`src/rtl/oled_iic_writer_if.sv`:
```
// Request/status and I2C pin bundle between an OLED frame requester and
// the oled_iic_writer bus engine.
interface oled_iic_writer_if;
  logic        write_req;
  logic [23:0] write_data;
  logic        write_done;
  logic        busy;
  logic        ack_err;
  logic        iic_scl;
  logic        iic_sda_oe;
  logic        iic_sda_i;

  modport master (
    output write_req,
    output write_data,
    output iic_sda_i,
    input  write_done,
    input  busy,
    input  ack_err,
    input  iic_scl,
    input  iic_sda_oe
  );

  modport slave (
    input  write_req,
    input  write_data,
    input  iic_sda_i,
    output write_done,
    output busy,
    output ack_err,
    output iic_scl,
    output iic_sda_oe
  );
endinterface

```
`src/rtl/oled_iic_writer.sv`:
```
// Single-master I2C writer for an OLED controller: each accepted request sends
// one START, three bytes {addr, control, payload} with ACK slots, and one STOP.
module oled_iic_writer #(
  parameter int CLK_FREQ = 50_000_000,
  parameter int IIC_FREQ = 400_000
) (
  input  logic             sys_clk,
  input  logic             rst_n,
  oled_iic_writer_if.slave bus
);

  localparam int Q     = CLK_FREQ / (4 * IIC_FREQ);
  localparam int DIV_W = (Q > 2) ? $clog2(Q) : 1;
  localparam logic [DIV_W-1:0] DIV_LAST = DIV_W'(Q - 1);

  typedef enum logic [2:0] {
    ST_IDLE  = 3'd0,
    ST_START = 3'd1,
    ST_DATA  = 3'd2,
    ST_ACK   = 3'd3,
    ST_STOP  = 3'd4,
    ST_DONE  = 3'd5
  } state_t;

  state_t           state_r, state_s;
  logic [DIV_W-1:0] div_r, div_s;
  logic [1:0]       q_r, q_s;
  logic [4:0]       bit_idx_r, bit_idx_s;
  logic [23:0]      shift_r, shift_s;
  logic             ack_err_r, ack_err_s;
  logic             scl_r, sda_oe_r;
  logic             done_r, done_s;
  logic             busy_r, busy_s;
  logic [1:0]       lv_s;
  logic             tick_s, slot_end_s;

  // Pin levels {scl, sda_oe} for a state, quarter phase and current data bit.
  function automatic logic [1:0] bus_levels(input state_t st, input logic [1:0] q,
                                            input logic data_bit);
    logic [1:0] lv;
    case (st)
      ST_START: lv = {(q != 2'd3), q[1]};
      ST_DATA:  lv = {q[1], ~data_bit};
      ST_ACK:   lv = {q[1], 1'b0};
      ST_STOP:  lv = {(q != 2'd0), ~q[1]};
      default:  lv = {1'b1, 1'b0};
    endcase
    return lv;
  endfunction

  // Next-state, datapath and next-output decode.
  always_comb begin
    state_s    = state_r;
    div_s      = div_r;
    q_s        = q_r;
    bit_idx_s  = bit_idx_r;
    shift_s    = shift_r;
    ack_err_s  = ack_err_r;
    tick_s     = (div_r == DIV_LAST);
    slot_end_s = tick_s && (q_r == 2'd3);

    if ((state_r == ST_IDLE) || (state_r == ST_DONE)) begin
      div_s = '0;
      q_s   = 2'd0;
    end else if (tick_s) begin
      div_s = '0;
      q_s   = q_r + 2'd1;
    end else begin
      div_s = div_r + DIV_W'(1);
      q_s   = q_r;
    end

    case (state_r)
      ST_IDLE: begin
        if (bus.write_req) begin
          state_s   = ST_START;
          shift_s   = bus.write_data;
          bit_idx_s = 5'd23;
          ack_err_s = 1'b0;
        end else begin
          state_s = ST_IDLE;
        end
      end
      ST_START: begin
        if (slot_end_s) begin
          state_s = ST_DATA;
        end else begin
          state_s = ST_START;
        end
      end
      ST_DATA: begin
        if (slot_end_s) begin
          shift_s = {shift_r[22:0], 1'b0};
          if (bit_idx_r[2:0] == 3'd0) begin
            state_s = ST_ACK;
          end else begin
            bit_idx_s = bit_idx_r - 5'd1;
          end
        end else begin
          state_s = ST_DATA;
        end
      end
      ST_ACK: begin
        // A released (high) line at the end of q2 is a NACK; the frame carries on.
        if (tick_s && (q_r == 2'd2)) begin
          ack_err_s = ack_err_r | bus.iic_sda_i;
        end else begin
          ack_err_s = ack_err_r;
        end
        if (slot_end_s) begin
          if (bit_idx_r == 5'd0) begin
            state_s = ST_STOP;
          end else begin
            state_s   = ST_DATA;
            bit_idx_s = bit_idx_r - 5'd1;
          end
        end else begin
          state_s = ST_ACK;
        end
      end
      ST_STOP: begin
        if (slot_end_s) begin
          state_s = ST_DONE;
        end else begin
          state_s = ST_STOP;
        end
      end
      ST_DONE: state_s = ST_IDLE;
      default: state_s = ST_IDLE;
    endcase

    lv_s   = bus_levels(state_s, q_s, shift_s[23]);
    done_s = (state_s == ST_DONE);
    busy_s = (state_s != ST_IDLE);
  end

  // State, datapath and registered outputs with synchronous reset.
  always_ff @(posedge sys_clk) begin
    if (!rst_n) begin
      state_r   <= ST_IDLE;
      div_r     <= '0;
      q_r       <= 2'd0;
      bit_idx_r <= 5'd0;
      shift_r   <= 24'd0;
      ack_err_r <= 1'b0;
      scl_r     <= 1'b1;
      sda_oe_r  <= 1'b0;
      done_r    <= 1'b0;
      busy_r    <= 1'b0;
    end else begin
      state_r   <= state_s;
      div_r     <= div_s;
      q_r       <= q_s;
      bit_idx_r <= bit_idx_s;
      shift_r   <= shift_s;
      ack_err_r <= ack_err_s;
      scl_r     <= lv_s[1];
      sda_oe_r  <= lv_s[0];
      done_r    <= done_s;
      busy_r    <= busy_s;
    end
  end

  assign bus.iic_scl    = scl_r;
  assign bus.iic_sda_oe = sda_oe_r;
  assign bus.write_done = done_r;
  assign bus.busy       = busy_r;
  assign bus.ack_err    = ack_err_r;

endmodule

```
`src/flat_wrapper.sv`:
```
// flat-port wrapper written by rule: the top's interface ports become plain ports
module oled_iic_writer_flat 
#(
  parameter int CLK_FREQ = 50_000_000,
  parameter int IIC_FREQ = 400_000
)
  (sys_clk, rst_n, bus_write_req, bus_write_data, bus_iic_sda_i, bus_write_done, bus_busy, bus_ack_err, bus_iic_scl, bus_iic_sda_oe);
  oled_iic_writer_if bus_i ();
  input  logic sys_clk;
  input  logic rst_n;
  input wire logic [$bits(bus_i.write_req)-1:0] bus_write_req;
  input wire logic [$bits(bus_i.write_data)-1:0] bus_write_data;
  input wire logic [$bits(bus_i.iic_sda_i)-1:0] bus_iic_sda_i;
  output wire logic [$bits(bus_i.write_done)-1:0] bus_write_done;
  output wire logic [$bits(bus_i.busy)-1:0] bus_busy;
  output wire logic [$bits(bus_i.ack_err)-1:0] bus_ack_err;
  output wire logic [$bits(bus_i.iic_scl)-1:0] bus_iic_scl;
  output wire logic [$bits(bus_i.iic_sda_oe)-1:0] bus_iic_sda_oe;
  assign bus_i.write_req = bus_write_req;
  assign bus_i.write_data = bus_write_data;
  assign bus_i.iic_sda_i = bus_iic_sda_i;
  assign bus_write_done = bus_i.write_done;
  assign bus_busy = bus_i.busy;
  assign bus_ack_err = bus_i.ack_err;
  assign bus_iic_scl = bus_i.iic_scl;
  assign bus_iic_sda_oe = bus_i.iic_sda_oe;
  oled_iic_writer #(.CLK_FREQ(CLK_FREQ), .IIC_FREQ(IIC_FREQ)) u_core (.sys_clk(sys_clk), .rst_n(rst_n), .bus(bus_i));
endmodule
```
`config.mk`:
```
export PLATFORM = sky130hd
export DESIGN_NAME = oled_iic_writer_flat
export DESIGN_NICKNAME = d
export VERILOG_FILES = /design/src/rtl/oled_iic_writer_if.sv /design/src/rtl/oled_iic_writer.sv /design/src/flat_wrapper.sv
export SDC_FILE = /design/constraint.sdc
export NUM_CORES = 1
export LEC_CHECK = 0
export ABC_AREA = 1
export CAP_MARGIN = 20
export CORE_MARGIN = 2
export CORE_UTILIZATION = 45
export DETAILED_ROUTE_END_ITERATION = 12
export PLACE_DENSITY = 0.78
export SETUP_SLACK_MARGIN = 0.4
export SYNTH_ARGS = -nofsm -noshare
export SYNTH_HDL_FRONTEND = slang
export SYNTH_SLANG_ARGS = --single-unit
```
`constraint.sdc`:
```
create_clock -name sys_clk -period 1.78 [get_ports sys_clk]
set_input_delay 0.445 -clock sys_clk [delete_from_list [all_inputs] [get_ports sys_clk]]
set_output_delay 0.445 -clock sys_clk [all_outputs]
set_load 0.005 [all_outputs]
```
==> key figures <==
Synthesis
  – Synth area leader: dfxtp_1
  – EDFF count, synth: 0
  – Unique cell type count in the Yosys netlist: 28
  – Top_reg_cell synth: dfxtp_1
  – Mean area per synthesized cell: 7.67 um2
  – Async SR Flop Fraction: 0%
  – Synthesis-stage register bit count: 44
  – Area share of the largest cell type after synthesis: 41.2%
  – Most common cell in the netlist: nand2_1
  – Syn_nets: 313
  – Mapped cell area: 0.00214 mm2
  – Post-synth top cells: nand2_1 (68), dfxtp_1 (44), a21oi_1 (27)
  – Cells after Synth: 279
  – Sequential cell area fraction in the yosys report: 41.2%
  – Top post-synthesis cells by area: dfxtp_1 (41%), nand2_1 (12%), a32oi_1 (8.6%)
  – Yosys warns: 0

Timing
  – Clk_skew: 0.00928 ns
  – Final period util: 89.6%
  – # setup viols final: 0
  – Final hold violation count: 0
  – Worst Max-Slew Pin Slew: 0.266 ns
  – Rel. slew slack: 82.2%
  – Slew Viols, Final: 0
  – Final setup margin: 0.185 ns
  – F_max: 627 MHz
  – Minimum clock period: 1.59 ns
  – Setup TNS: 0 ns
  – RSZ-0062 raised after global routing: true

GRT
  – Routing usage on met3: 4.70%
  – First-pass GRT wire length: 8430 um
  – Gr busiest metal: met2
  – Largest net degree at the start of global routing: 35
  – GRT Total Usage: 20.4%
  – Gr ovfl total: 0
  – Initial antenna violation count: 0
  – Via count of the first global-routing pass: 1952
  – Met1 Resource Use GR: 24.3%
  – GR Util met2: 35.1%

Floorplanning
  – Starting Density: 45.9%
  – Row count: 25
  – Die X: 73.0 um
  – Die Y: 73.0 um
  – Core area: 0.00466 mm2
  – # IOs: 33
  – DIE AREA: 0.00532 mm2

Setup path
  – Worst setup SP type: flip-flop
  – RR Endpoint: u_core.bit_idx_r[0]
  – Crit path depth: 12
  – R2r setup slk: 0.19 ns
  – Critical path origin: u_core.div_r[0]
  – Setup CP Type: reg -> reg
  – Max stage delay on crit path: 0.33 ns
  – Slowest cell on crit path: dfxtp_2
  – CP Cell Sequence: inv_2 -> ha_4 -> nand2_4 -> nor2_8 -> nand2_8 -> a21oi_4 -> buf_6 -> buf_6 -> nand2_8 -> nand2_1 -> nand2_1 -> nor2_1
  – CP endpoint kind: flip-flop
  – CP Capture Point: u_core.bit_idx_r[0]
  – R2R cell count: 12
  – CP required: 2.02 ns
  – R2r startpoint: u_core.div_r[0]
  – Worst Path Arrival: 1.83 ns
  – Critical Path Fanout Max: 6
  – CP bufs+invs: 3
  – Crit-path leading delay family: simple AND/OR/NAND/NOR gates

Finish
  – Ant. Diodes: 0
  – Area Growth Syn to Fin: 47.7%
  – Layout Nets: 370
  – Finished Cell Area: 0.00316 mm2
  – Ratio of cells with drive above 1 in the final layout: 34.5%
  – Non-filler cells, final: 390
  – FILL cells: 350

Clock network
  – Total CTS buffers: 5
  – Cts hold-fix bufs: 0
  – Clock transition at path regs: 0.08 ns
  – H-Tree Depth: 2
  – TritonCTS clock tree: yes
  – Sink Count: 44
  – Root buf cell: clkbuf_8
  – Longest Clk Path Bufs: 2
  – Clock Latency Late Sink: 0.30 ns

Placement
  – Port Buf Inserts: 32
  – Dpl cells: 364
  – Post-place setup slack: 0.0168 ns
  – Post-DP HPWL: 3280 um
  – Cell Area, Placed: 0.00260 mm2
  – RePlAce Congestion: 0.825

Power
  – Worst VDD drop: 0.375 mV
  – PwrDens: 671 mW/mm2
  – Leak: 1.32 nW

Detailed routing
  – Avg Vias per Cell: 5.47
  – WL per Instance: 15.2 um
  – DRT Pass-1 Iters: 4
  – DR DRC count: 0
  – Initial DRC count: 106
  – Vias: 2134
  – WL final: 5920 um
  – Antenna viol nets, final: 0

Worst hold path
  – Hold Crit Class: reg -> reg

Status
  – Status: finished, final reports clean

Job
  – Max-cap viol count: 0
-- flip-flops by register name (all words and copies together) (netlist names) --
signal,cells
u_core.shift_r,24
u_core.bit_idx_r,5
u_core.div_r,5
u_core.state_r,3
u_core.q_r,2
u_core.bus.ack_err,1
u_core.bus.busy,1
u_core.bus.iic_scl,1
u_core.bus.iic_sda_oe,1
u_core.bus.write_done,1
-- power breakdown --
part           switching (mW)  internal (mW)  leakage, nW
Clock                   0.344          0.266       0.0400
Sequential             0.0401           1.03        0.363
Combinational           0.219          0.216        0.920
Total                   0.603           1.52         1.32
-- area by class of cell --
class / instances / area (um2) / area share [%]
inverter: 26 / 100 / 3.17
tap: 54 / 67.6 / 2.14
multi-input combinational: 197 / 1350 / 42.7
clock buffer: 5 / 68.8 / 2.18
clock inverter: 2 / 12.5 / 0.396
sequential: 44 / 892 / 28.2
timing repair buffer: 62 / 668 / 21.1
-- cell usage in the layout, fill, tap and decap left out, types with 3 or more instances in the layout --
cell type | Yosys | layout
ha_1 | 6 | 4
nand3_1 | 16 | 14
clkbuf_8 | 0 | 5
nor2_4 | 5 | 8
nand2_1 | 68 | 40
a32oi_1 | 21 | 16
inv_2 | 2 | 5
clkdlybuf4s50_1 | 0 | 27
dlygate4sd2_1 | 0 | 5
a21oi_1 | 27 | 22
nor2_2 | 0 | 3
dfxtp_1 | 44 | 37
nand4_1 | 4 | 4
dfxtp_2 | 0 | 6
buf_12 | 0 | 4
buf_4 | 2 | 14
a32oi_2 | 0 | 5
nand2_4 | 2 | 6
nand2_2 | 4 | 26
a21oi_2 | 2 | 6
o21ai_0 | 6 | 3
nor2_1 | 25 | 19
xor2_1 | 3 | 3
inv_1 | 23 | 19
buf_6 | 0 | 9
-- through the flow --
stage                     util (%)  power [mW]  hold WS [ns]
final                         67.8        2.12         0.456
after global routing          67.8        2.21         0.478
after CTS                     63.7        2.07         0.465
after detailed placement      55.9        1.40         0.434
after global placement        55.9        1.40         0.432
after floorplan                  -        1.27         0.418
-- per-layer routing --
metal | vias up | part of all wire (%)
li1 | 1055 | -
met2 | 55 | 54
met1 | 1015 | 40
met5 | - | 0
met3 | 9 | 4.0
met4 | 0 | 1.7
-- repair_timing --
action,in CTS,in global routing
buffers inserted,11,5
setup endpoints to repair,39,35
resized for setup,53,39
pin swaps,10,9
gates cloned,2,1
-- worst min-delay path, stage by stage (launching register included) --
cell and delay [ns]:
dfxtp_2 0.32, inv_1 0.04, a211oi_1 0.06
-- how the worst min path moves through the flow --
stage                        from            endpoint  slack, ns  cells after the start
2_1_floorplan     u_core.div_r[0]     u_core.div_r[0]       0.42                      1
3_5_place_dp      u_core.div_r[0]     u_core.div_r[0]       0.43                      1
4_1_cts        u_core.bus.ack_err  u_core.bus.ack_err       0.46                      2
5_1_grt         u_core.shift_r[8]   u_core.shift_r[8]       0.48                      2
3_3_place_gp      u_core.div_r[0]     u_core.div_r[0]       0.43                      1
6_report       u_core.bus.ack_err  u_core.bus.ack_err       0.46                      2
-- logic make-up after synthesis --
kind of cell | after synthesis | synth area share (%)
buf+inv | 38 | 7.19
compound gates | 61 | 19.2
flops | 44 | 41.2
fa+ha+maj | 6 | 3.51
xor+xnor | 4 | 1.64
simple gates | 126 | 27.3
Power figures use the tool's default switching activity.
